--- src/rtl/aes_avl_pkg.sv ---
// Shared types and register map for the AES Avalon-MM master.
// The state enum and slave register addresses live here so the bench and RTL agree.
package aes_avl_pkg;

  typedef enum logic [2:0] {
    IDLE      = 3'd0,
    WR_KEY    = 3'd1,
    WR_MSG    = 3'd2,
    WR_START  = 3'd3,
    POLL      = 3'd4,
    RD_DEC    = 3'd5,
    CLR_START = 3'd6,
    FINISH    = 3'd7
  } aes_state_e;

  localparam logic [3:0] ADDR_KEY0  = 4'd0;
  localparam logic [3:0] ADDR_MSG0  = 4'd4;
  localparam logic [3:0] ADDR_DEC0  = 4'd8;
  localparam logic [3:0] ADDR_START = 4'd14;
  localparam logic [3:0] ADDR_DONE  = 4'd15;

  // Word i of a 128-bit block, word 0 being the most significant.
  function automatic logic [31:0] word_msb(input logic [127:0] v, input logic [1:0] i);
    logic [31:0] w;
    case (i)
      2'd0:    w = v[127:96];
      2'd1:    w = v[95:64];
      2'd2:    w = v[63:32];
      default: w = v[31:0];
    endcase
    return w;
  endfunction

endpackage

--- src/rtl/aes_avl_master.sv ---
// Avalon-MM master that loads key/ciphertext into an AES slave, starts it,
// polls for completion and reads back the plaintext.
//
// state     | meaning
// IDLE      | waiting for START
// WR_KEY    | writing key words to addresses 0..3
// WR_MSG    | writing ciphertext words to addresses 4..7
// WR_START  | writing 1 to the slave start register
// POLL      | reading the slave done register until set or limit reached
// RD_DEC    | reading plaintext words from addresses 8..11
// CLR_START | writing 0 to the slave start register
// FINISH    | one-cycle DONE pulse
module aes_avl_master
  import aes_avl_pkg::*;
#(
  parameter int POLL_LIMIT = 4096
) (
  input  logic         CLK,
  input  logic         RESET_N,
  input  logic         START,
  input  logic [127:0] KEY,
  input  logic [127:0] MSG_ENC,
  output logic         BUSY,
  output logic         DONE,
  output logic         ERROR,
  output logic [127:0] MSG_DEC,
  output logic         AVM_READ,
  output logic         AVM_WRITE,
  output logic         AVM_CS,
  output logic [3:0]   AVM_BYTE_EN,
  output logic [3:0]   AVM_ADDR,
  output logic [31:0]  AVM_WRITEDATA,
  input  logic [31:0]  AVM_READDATA,
  input  logic         AVM_WAITREQUEST
);

  localparam int PCW = $clog2(POLL_LIMIT + 1);
  localparam logic [PCW-1:0] POLL_MAX  = PCW'(POLL_LIMIT);
  localparam logic [PCW-1:0] POLL_LAST = PCW'(POLL_LIMIT - 1);

  aes_state_e     state_q, state_d;
  logic [127:0]   key_q, msg_q, dec_q;
  logic [3:0]     idx_q;
  logic [PCW-1:0] poll_q;
  logic           err_q;

  logic xfer, last_word, accept, poll_fail, dec_we, burst;

  always_ff @(posedge CLK or negedge RESET_N) begin
    if (!RESET_N) state_q <= IDLE;
    else          state_q <= state_d;
  end

  // Bus outputs are decoded from state only, so they stay put while stalled.
  always_comb begin
    state_d       = state_q;
    AVM_READ      = 1'b0;
    AVM_WRITE     = 1'b0;
    AVM_CS        = 1'b0;
    AVM_BYTE_EN   = 4'h0;
    AVM_ADDR      = 4'h0;
    AVM_WRITEDATA = 32'h0;
    accept        = 1'b0;
    poll_fail     = 1'b0;
    dec_we        = 1'b0;
    last_word     = (idx_q == 4'd3);
    burst         = (state_q == WR_KEY) || (state_q == WR_MSG) || (state_q == RD_DEC);
    xfer          = (state_q != IDLE) && (state_q != FINISH) && !AVM_WAITREQUEST;
    case (state_q)
      IDLE: begin
        if (START) begin
          accept  = 1'b1;
          state_d = WR_KEY;
        end
      end
      WR_KEY: begin
        AVM_CS        = 1'b1;
        AVM_WRITE     = 1'b1;
        AVM_BYTE_EN   = 4'hF;
        AVM_ADDR      = ADDR_KEY0 + idx_q;
        AVM_WRITEDATA = word_msb(key_q, idx_q[1:0]);
        if (xfer && last_word) state_d = WR_MSG;
      end
      WR_MSG: begin
        AVM_CS        = 1'b1;
        AVM_WRITE     = 1'b1;
        AVM_BYTE_EN   = 4'hF;
        AVM_ADDR      = ADDR_MSG0 + idx_q;
        AVM_WRITEDATA = word_msb(msg_q, idx_q[1:0]);
        if (xfer && last_word) state_d = WR_START;
      end
      WR_START: begin
        AVM_CS        = 1'b1;
        AVM_WRITE     = 1'b1;
        AVM_BYTE_EN   = 4'hF;
        AVM_ADDR      = ADDR_START;
        AVM_WRITEDATA = 32'h0000_0001;
        if (xfer) state_d = POLL;
      end
      POLL: begin
        AVM_CS      = 1'b1;
        AVM_READ    = 1'b1;
        AVM_BYTE_EN = 4'hF;
        AVM_ADDR    = ADDR_DONE;
        if (xfer) begin
          if (AVM_READDATA[0]) begin
            state_d = RD_DEC;
          end else if (poll_q >= POLL_LAST) begin
            poll_fail = 1'b1;
            state_d   = CLR_START;
          end
        end
      end
      RD_DEC: begin
        AVM_CS      = 1'b1;
        AVM_READ    = 1'b1;
        AVM_BYTE_EN = 4'hF;
        AVM_ADDR    = ADDR_DEC0 + idx_q;
        if (xfer) begin
          dec_we = 1'b1;
          if (last_word) state_d = CLR_START;
        end
      end
      CLR_START: begin
        AVM_CS        = 1'b1;
        AVM_WRITE     = 1'b1;
        AVM_BYTE_EN   = 4'hF;
        AVM_ADDR      = ADDR_START;
        AVM_WRITEDATA = 32'h0000_0000;
        if (xfer) state_d = FINISH;
      end
      FINISH: state_d = IDLE;
      default: state_d = IDLE;
    endcase
  end

  always_ff @(posedge CLK or negedge RESET_N) begin
    if (!RESET_N) begin
      key_q  <= '0;
      msg_q  <= '0;
      dec_q  <= '0;
      idx_q  <= '0;
      poll_q <= '0;
      err_q  <= 1'b0;
    end else begin
      if (accept) begin
        key_q  <= KEY;
        msg_q  <= MSG_ENC;
        idx_q  <= '0;
        poll_q <= '0;
        err_q  <= 1'b0;
      end
      if (burst && xfer) idx_q <= last_word ? 4'd0 : idx_q + 4'd1;
      // Counter saturates so a huge limit can never alias back to zero.
      if ((state_q == POLL) && xfer && !AVM_READDATA[0] && (poll_q != POLL_MAX))
        poll_q <= poll_q + 1'b1;
      if (poll_fail) err_q <= 1'b1;
      if (dec_we) begin
        case (idx_q[1:0])
          2'd0:    dec_q[127:96] <= AVM_READDATA;
          2'd1:    dec_q[95:64]  <= AVM_READDATA;
          2'd2:    dec_q[63:32]  <= AVM_READDATA;
          default: dec_q[31:0]   <= AVM_READDATA;
        endcase
      end
    end
  end

  assign BUSY    = (state_q != IDLE);
  assign DONE    = (state_q == FINISH);
  assign ERROR   = (state_q == FINISH) && err_q;
  assign MSG_DEC = dec_q;

endmodule

--- config.mk ---
export PLATFORM = sky130hd
export DESIGN_NAME = aes_avl_master
export DESIGN_NICKNAME = d
export VERILOG_FILES = /design/src/rtl/aes_avl_pkg.sv /design/src/rtl/aes_avl_master.sv
export SDC_FILE = /design/constraint.sdc
export NUM_CORES = 1
export LEC_CHECK = 0
export ABC_CLOCK_PERIOD_IN_PS = 2800
export CORE_MARGIN = 5
export CORE_UTILIZATION = 33
export DETAILED_ROUTE_END_ITERATION = 10
export GPL_TIMING_DRIVEN = 0
export PLACE_DENSITY_LB_ADDON = 0.15
export SYNTH_ARGS = -nofsm -noshare
export SYNTH_HDL_FRONTEND = slang
export SYNTH_SLANG_ARGS = --single-unit
--- constraint.sdc ---
create_clock -name CLK -period 2.8 [get_ports CLK]
set_clock_uncertainty 0.15 [all_clocks]
set_input_delay 0.28 -clock CLK [delete_from_list [all_inputs] [get_ports CLK]]
set_output_delay 0.28 -clock CLK [all_outputs]
set_load 0.02 [all_outputs]
==> results of run 1 <==
==> cell usage after synthesis (2+ instances only) <==
master	number
and3_1	3
a222oi_1	62
mux2_2	10
a211oi_1	3
inv_1	13
buf_2	31
mux2_1	120
nand4_1	3
mux2i_1	7
o211ai_1	2
nand2_1	787
clkbuf_1	70
a31oi_1	3
a22o_1	2
o31ai_1	4
and4_1	3
buf_1	6
and2_1	5
nor2_1	71
a211o_1	3
a221o_1	4
ha_1	7
nand3_1	6
nor4_1	4
nor3_1	7
nand2b_1	2
a21oi_1	69
nor4b_1	2
o22ai_1	32
a22oi_1	3
o21ai_0	5
buf_4	15
dfrtp_1	405
==> power breakdown <==
group	total, mW	internal, mW	switching (mW)	leakage, nW
registers	9.73	8.34	1.39	5.16
logic	13.2	5.46	7.69	6.35
clock network	6.19	3.76	2.44	0.758
total	29.1	17.6	11.5	12.3
==> through the flow <==
step	cells	setup WS, ps	TNS, ps	instance area (µm²)
final	3055	-540	-11710	25500
after floorplan	1790	431	0	17400
after global routing	3055	-593	-14980	25500
after global placement	2942	-16700	-6770660	22900
after detailed placement	2946	-1360	-36440	23000
after CTS	3041	-546	-13170	25200
==> layout make-up <==
cell class | count | area share, %
clock buffer | 72 | 5.45
timing repair buffer | 494 | 19.7
tap | 688 | 3.38
multi-input combinational | 1250 | 27.4
sequential | 405 | 39.8
inverter | 13 | 0.191
buffer | 122 | 3.50
antenna | 2 | 0.0196
clock inverter | 9 | 0.584
==> worst reg2reg max path, cell delays in order, from the launching register on <==
cell     delay, ps
dfrtp_1        350
buf_2          180
nor3_4         370
and2_1         220
buf_2          360
buf_2          360
buf_2          380
nand2_1        120
nand2_1         70
==> kinds of logic (layout without fill, tap and decap cells) <==
kind of cell    after synthesis  count (layout)  synth area share (%)
buf+inv                     135             710                  3.47
flops                       405             405                  58.4
xor+xnor                      1               1                0.0504
compound gates              202             202                  8.52
mux                         137             137                  8.83
simple gates                902             902                  20.2
other cells                   0               2                     0
fa+ha+maj                     8               8                 0.562
==> path summary, 6_finish.rpt <==
check                        startpoint                 to  slack, ps  cells after the start
max                            idx_q[0]  AVM_WRITEDATA[15]       -540                      9
min                             RESET_N        MSG_DEC[76]         80                      2
max reg2reg                  state_q[0]         msg_q[123]        180                      8
min reg2reg                  key_q[118]         key_q[118]        330                      2
max in group asynchronous       RESET_N         msg_q[119]        640                      5
min in group CLK           MSG_ENC[122]         msg_q[122]         80                      3
==> registers in the layout (all words and copies together), names as in the netlist <==
| signal | cells |
|---|---|
| MSG_DEC | 128 |
| err_q | 1 |
| idx_q | 4 |
| key_q | 128 |
| msg_q | 128 |
| poll_q | 13 |
| state_q | 3 |
==> cell usage in the layout (no fill, tap or decap), types with 4 or more instances in the layout <==
cell / netlist / routed
nand2_1: 787 / 786
clkdlybuf4s50_1: 0 / 422
dfrtp_1: 405 / 405
mux2_1: 120 / 120
nor2_1: 71 / 69
a222oi_1: 62 / 62
clkbuf_16: 0 / 57
clkbuf_1: 70 / 49
buf_4: 15 / 43
a21oi_1: 69 / 35
a21oi_2: 1 / 35
buf_2: 31 / 33
buf_6: 0 / 23
clkbuf_8: 0 / 17
clkbuf_2: 0 / 15
o22ai_1: 32 / 14
inv_1: 13 / 11
o22ai_2: 0 / 11
mux2_2: 10 / 10
o22ai_4: 0 / 7
mux2i_1: 7 / 7
nor3_1: 7 / 7
nand3_1: 6 / 6
dlygate4sd2_1: 0 / 6
clkbuf_4: 0 / 5
buf_12: 0 / 5
o21ai_0: 5 / 5
and2_1: 5 / 5
buf_8: 0 / 4
a221o_1: 4 / 4
o31ai_1: 4 / 4
nor4_1: 4 / 4
ha_1: 7 / 4
bufinv_16: 0 / 4
clkinv_2: 0 / 4
buf_16: 0 / 4
==> metal layers <==
layer  vias up  share of wire, %  global-route usage [%]
li1       7078                 -                       -
met2       629                48                    38.2
met5         -             0.029                       0
met1      7680                41                    30.0
met3       107               7.9                    5.27
met4         2               3.0                    7.61
==> timing repair <==
item	in CTS	in global routing
endpoints found under the hold margin	207	0
hold buffers	2	0
gates cloned	6	3
setup endpoints to repair	102	66
gates resized for setup	329	58
buffers inserted	6	10
pin swaps	52	41
==> impl_metrics.ini, run 1 <==
[outcome]
outcome = finished, violations left
violations = negative setup slack

[synth]
synth.net_count = 2089
ys_warn_count = 0
synth-edff-count = 0
synth.avg_cell_area_um2 = 9.70
synthCells = 1790
synth_top_area_share_pct = 58.4
synth_top_flop_cell = dfrtp_1
synth.cell_area_mm2 = 0.0174
synth-seq-cells = 405
synth.distinct_cells = 54
yosysTopAreaCell = dfrtp_1
synth_seq_area_share_pct = 58.4
synth.area.top_cells = dfrtp_1 (58%), nand2_1 (17%), mux2_1 (7.8%)
ys_async_sr_fraction_pct = 100

[clocking]
cts_buffers = 45
cts_htree_levels = 2
clock-sinks = 405
clkLatencyLatePin_ps = 570
clk_pin_slew_worst_paths_ps = 60
cts_tree = yes
cts_root_buf = clkbuf_16
clock_path_buffers = 3

[finish]
areaGrowthSynthToFinish_pct = 46.8
post-route-util_pct = 48.7
drive_above_1_share_pct = 12.3
nets = 2630
multi_input_comb_area_mm2 = 0.00699
fill_cells = 4873
seq_area_mm2 = 0.0101

[sta]
setup_violations = 32
min_period_ps = 3340
hold_viol = 0
holdWs_ps = 77.2
relSlewSlack_pct = 44.3
tightest_slew_ps = 835
setup_ws_ps = -540
fmax_mhz = 299
fin_crit_sh_pct = 119
slew_viol_final = 0
rsz0062_at_grt = yes

[global_routing]
grt_max_degree = 117
grt-ovfl-total = 0
grt_pass1_wl_um = 99500
grt_pass1_vias = 16000
grt_antenna_before_repair = 3
grt_usage_pct = 23.0

[power]
p_leak_nw = 12.3
p_per_area_mw_per_mm2 = 1140
ir_worst_vdd_uv = 561
total_power_mw = 29.1

[routing]
postRouteAntennaNets = 0
vias_per_cell = 5.07
drt-initial-drc-count = 1251
wl_um = 68700
wire_per_inst_um = 22.5
dr.pass1.iters = 9
drcViolationCount = 0
num_vias = 15500

[setup_path]
crit_path_cell_trace = inv_2, ha_4, clkbuf_16, clkbuf_16, a222oi_1, nor2_1, a21oi_2, o22ai_4, buf_6
criticalPathCategory = reg -> out
slowest_stage = a222oi_1
crit_path_max_fanout = 8
worstPathRequired_ps = 2370
path_common_cell = clkbuf_16
cp_data_arrival_time_ps = 2910
cpPeakStageDelay_ps = 570
path_buf_inv = 4
crit_path_start_kind = flop
worst_setup_path_end_kind = output pin
critPathTopFamily = compound AO/OA/AOI/OAI gates

[placement]
hpwl_um = 51200
gp_congestion = 0.878
place.port_buffers = 464

[floorplanning]
io_pins = 466
coreArea_mm2 = 0.0523
fp-row-count = 84
die_area_mm2 = 0.0573
die_w_um = 239
die_y_um = 239
start_util_pct = 33.2

[min_path]
min_path_type = in -> async

[run]
drv_cap = 0
No activity file was read; power rests on OpenSTA's default activity.
==> run 2: changes to the inputs <==
--- a/config.mk
+++ b/config.mk
@@ -7,9 +7,10 @@
 export LEC_CHECK = 0
 export ABC_CLOCK_PERIOD_IN_PS = 2800
 export CORE_MARGIN = 5
-export CORE_UTILIZATION = 33
+export CORE_UTILIZATION = 53
 export DETAILED_ROUTE_END_ITERATION = 10
 export GPL_TIMING_DRIVEN = 0
+export HOLD_SLACK_MARGIN = 0.1
 export PLACE_DENSITY_LB_ADDON = 0.15
 export SYNTH_ARGS = -nofsm -noshare
 export SYNTH_HDL_FRONTEND = slang
==> run 2 against run 1 <==
The run still ends with negative setup slack left. Clock power is 4.7% lower. Sequential cell count unchanged. Global-route usage increased by 11 points. Combinational power about the same. Wire length decreased by 7.7%. Highest routed layer unchanged.
==> impl_metrics.ini, run 2 (synthesis results as in run 1) <==
[clocking]
clkLatencyLatePin_ps = 540
cts_htree_levels = 2
clk_pin_slew_worst_paths_ps = 60
clock_path_buffers = 3
cts_tree = yes
cts_buffers = 43
clock-sinks = 405
cts_root_buf = clkbuf_16

[setup_path]
criticalPathCategory = reg -> out
path_buf_inv = 5
worstPathRequired_ps = 2370
cp_data_arrival_time_ps = 2830
slowest_stage = a222oi_1
crit_path_cell_trace = buf_6, ha_4, clkbuf_16, buf_12, clkbuf_16, a222oi_1, nor2_1, a21oi_2, o22ai_2, buf_6
crit_path_max_fanout = 6
cpPeakStageDelay_ps = 520
crit_path_start_kind = flop
worst_setup_path_end_kind = output pin
critPathTopFamily = buffers and inverters

[global_routing]
grt_usage_pct = 34.1
grt_max_degree = 128
grt_pass1_vias = 16600
grt-ovfl-total = 0
grt_antenna_before_repair = 6
grt_pass1_wl_um = 95300

[sta]
slew_viol_final = 0
fin_tns_setup_ps = -10420
rsz0062_at_grt = yes
setup_violations = 32
fin_crit_sh_pct = 116
relSlewSlack_pct = 49.2
min_period_ps = 3260
tightest_slew_ps = 762
setup_ws_ps = -461
fmax_mhz = 307
hold_viol = 0

[power]
ir_worst_vdd_uv = 593
p_leak_nw = 12.2
p_per_area_mw_per_mm2 = 1150
total_power_mw = 28.7

[outcome]
violations = negative setup slack
outcome = finished, violations left

[floorplanning]
die_y_um = 191
die_area_mm2 = 0.0365
die_w_um = 191
coreArea_mm2 = 0.0325
io_pins = 466
start_util_pct = 53.5
fp-row-count = 66

[placement]
gp_congestion = 0.912
hpwl_um = 46400
dp.cells = 2699
place.port_buffers = 464

[finish]
nets = 2627
drive_above_1_share_pct = 12.3
layout_commonest_cell = nand2_1
areaGrowthSynthToFinish_pct = 43.9
layout.cells.non_filler = 2805
fill_cells = 2176
post-route-util_pct = 77.0
final_cell_mix = nand2_1 (787), clkdlybuf4s50_1 (421), dfrtp_1 (405)

[run]
drv_cap = 0

[routing]
wl_um = 63400
wl_met1_um = 23000
vias_per_cell = 5.69
postRouteAntennaNets = 0
wire_per_inst_um = 22.6
route.met2.wl_um = 30500
dr.pass1.iters = 8
top_layer_used = met5
num_vias = 16000
drt-initial-drc-count = 1690
route.met3.wl_um = 6110
drcViolationCount = 0

[min_path]
min_path_type = in -> reg
-- run 2: area by class of cell --
class | instances | area (µm²) | share of cell area, %
inverter | 13 | 53.8 | 0.215
sequential | 405 | 10100 | 40.5
clock inverter | 14 | 195 | 0.781
multi-input combinational | 1250 | 6950 | 27.8
buffer | 122 | 850 | 3.40
antenna | 5 | 12.5 | 0.0501
tap | 442 | 553 | 2.21
clock buffer | 61 | 1260 | 5.03
timing repair buffer | 493 | 4990 | 20.0
-- run 2: per-stage QoR --
stage / hold slack [ps] / cell area (µm²) / worst slack (ps)
global route: 126 / 25000 / -501
floorplan: -166 / 17400 / 431
CTS: 115 / 24800 / -450
detailed placement: 41.3 / 22700 / -1230
global placement: 307 / 22600 / -15850
finish: 111 / 25000 / -461
-- run 2: worst min-delay path, cell delays in order --
cell,delay (ps)
clkdlybuf4s50_1,400
nand2_1,60
nand2_1,40
-- run 2: final timing paths --
check,startpoint,endpoint,slack [ps],depth (start not counted)
setup reg to reg,state_q[0],idx_q[1],160,6
hold / removal,KEY[125],key_q[125],110,3
max in group asynchronous,RESET_N,MSG_DEC[120],1650,3
hold reg to reg,msg_q[2],msg_q[2],330,2
min in group asynchronous,RESET_N,key_q[115],180,3
setup / recovery,idx_q[0],AVM_WRITEDATA[19],-460,10
-- run 2: what timing repair did --
item	in CTS	in global routing
pin swaps	61	47
hold buffers	3	0
gates resized for setup	306	68
setup buffers	13	6
endpoints found under the setup margin	43	44
hold endpoints to repair	411	0
cloned	5	0
-- run 2: power breakdown --
part	switching [mW]	internal [mW]
clock network	2.33	3.57
logic	7.52	5.40
registers	1.49	8.35
-- run 2: routing by layer --
metal  vias to the layer above  global-route usage, %
met5                         -                      0
met4                         2                   18.6
met3                       194                   6.67
met2                       922                   55.9
met1                      7786                   42.8
li1                       7061                      -
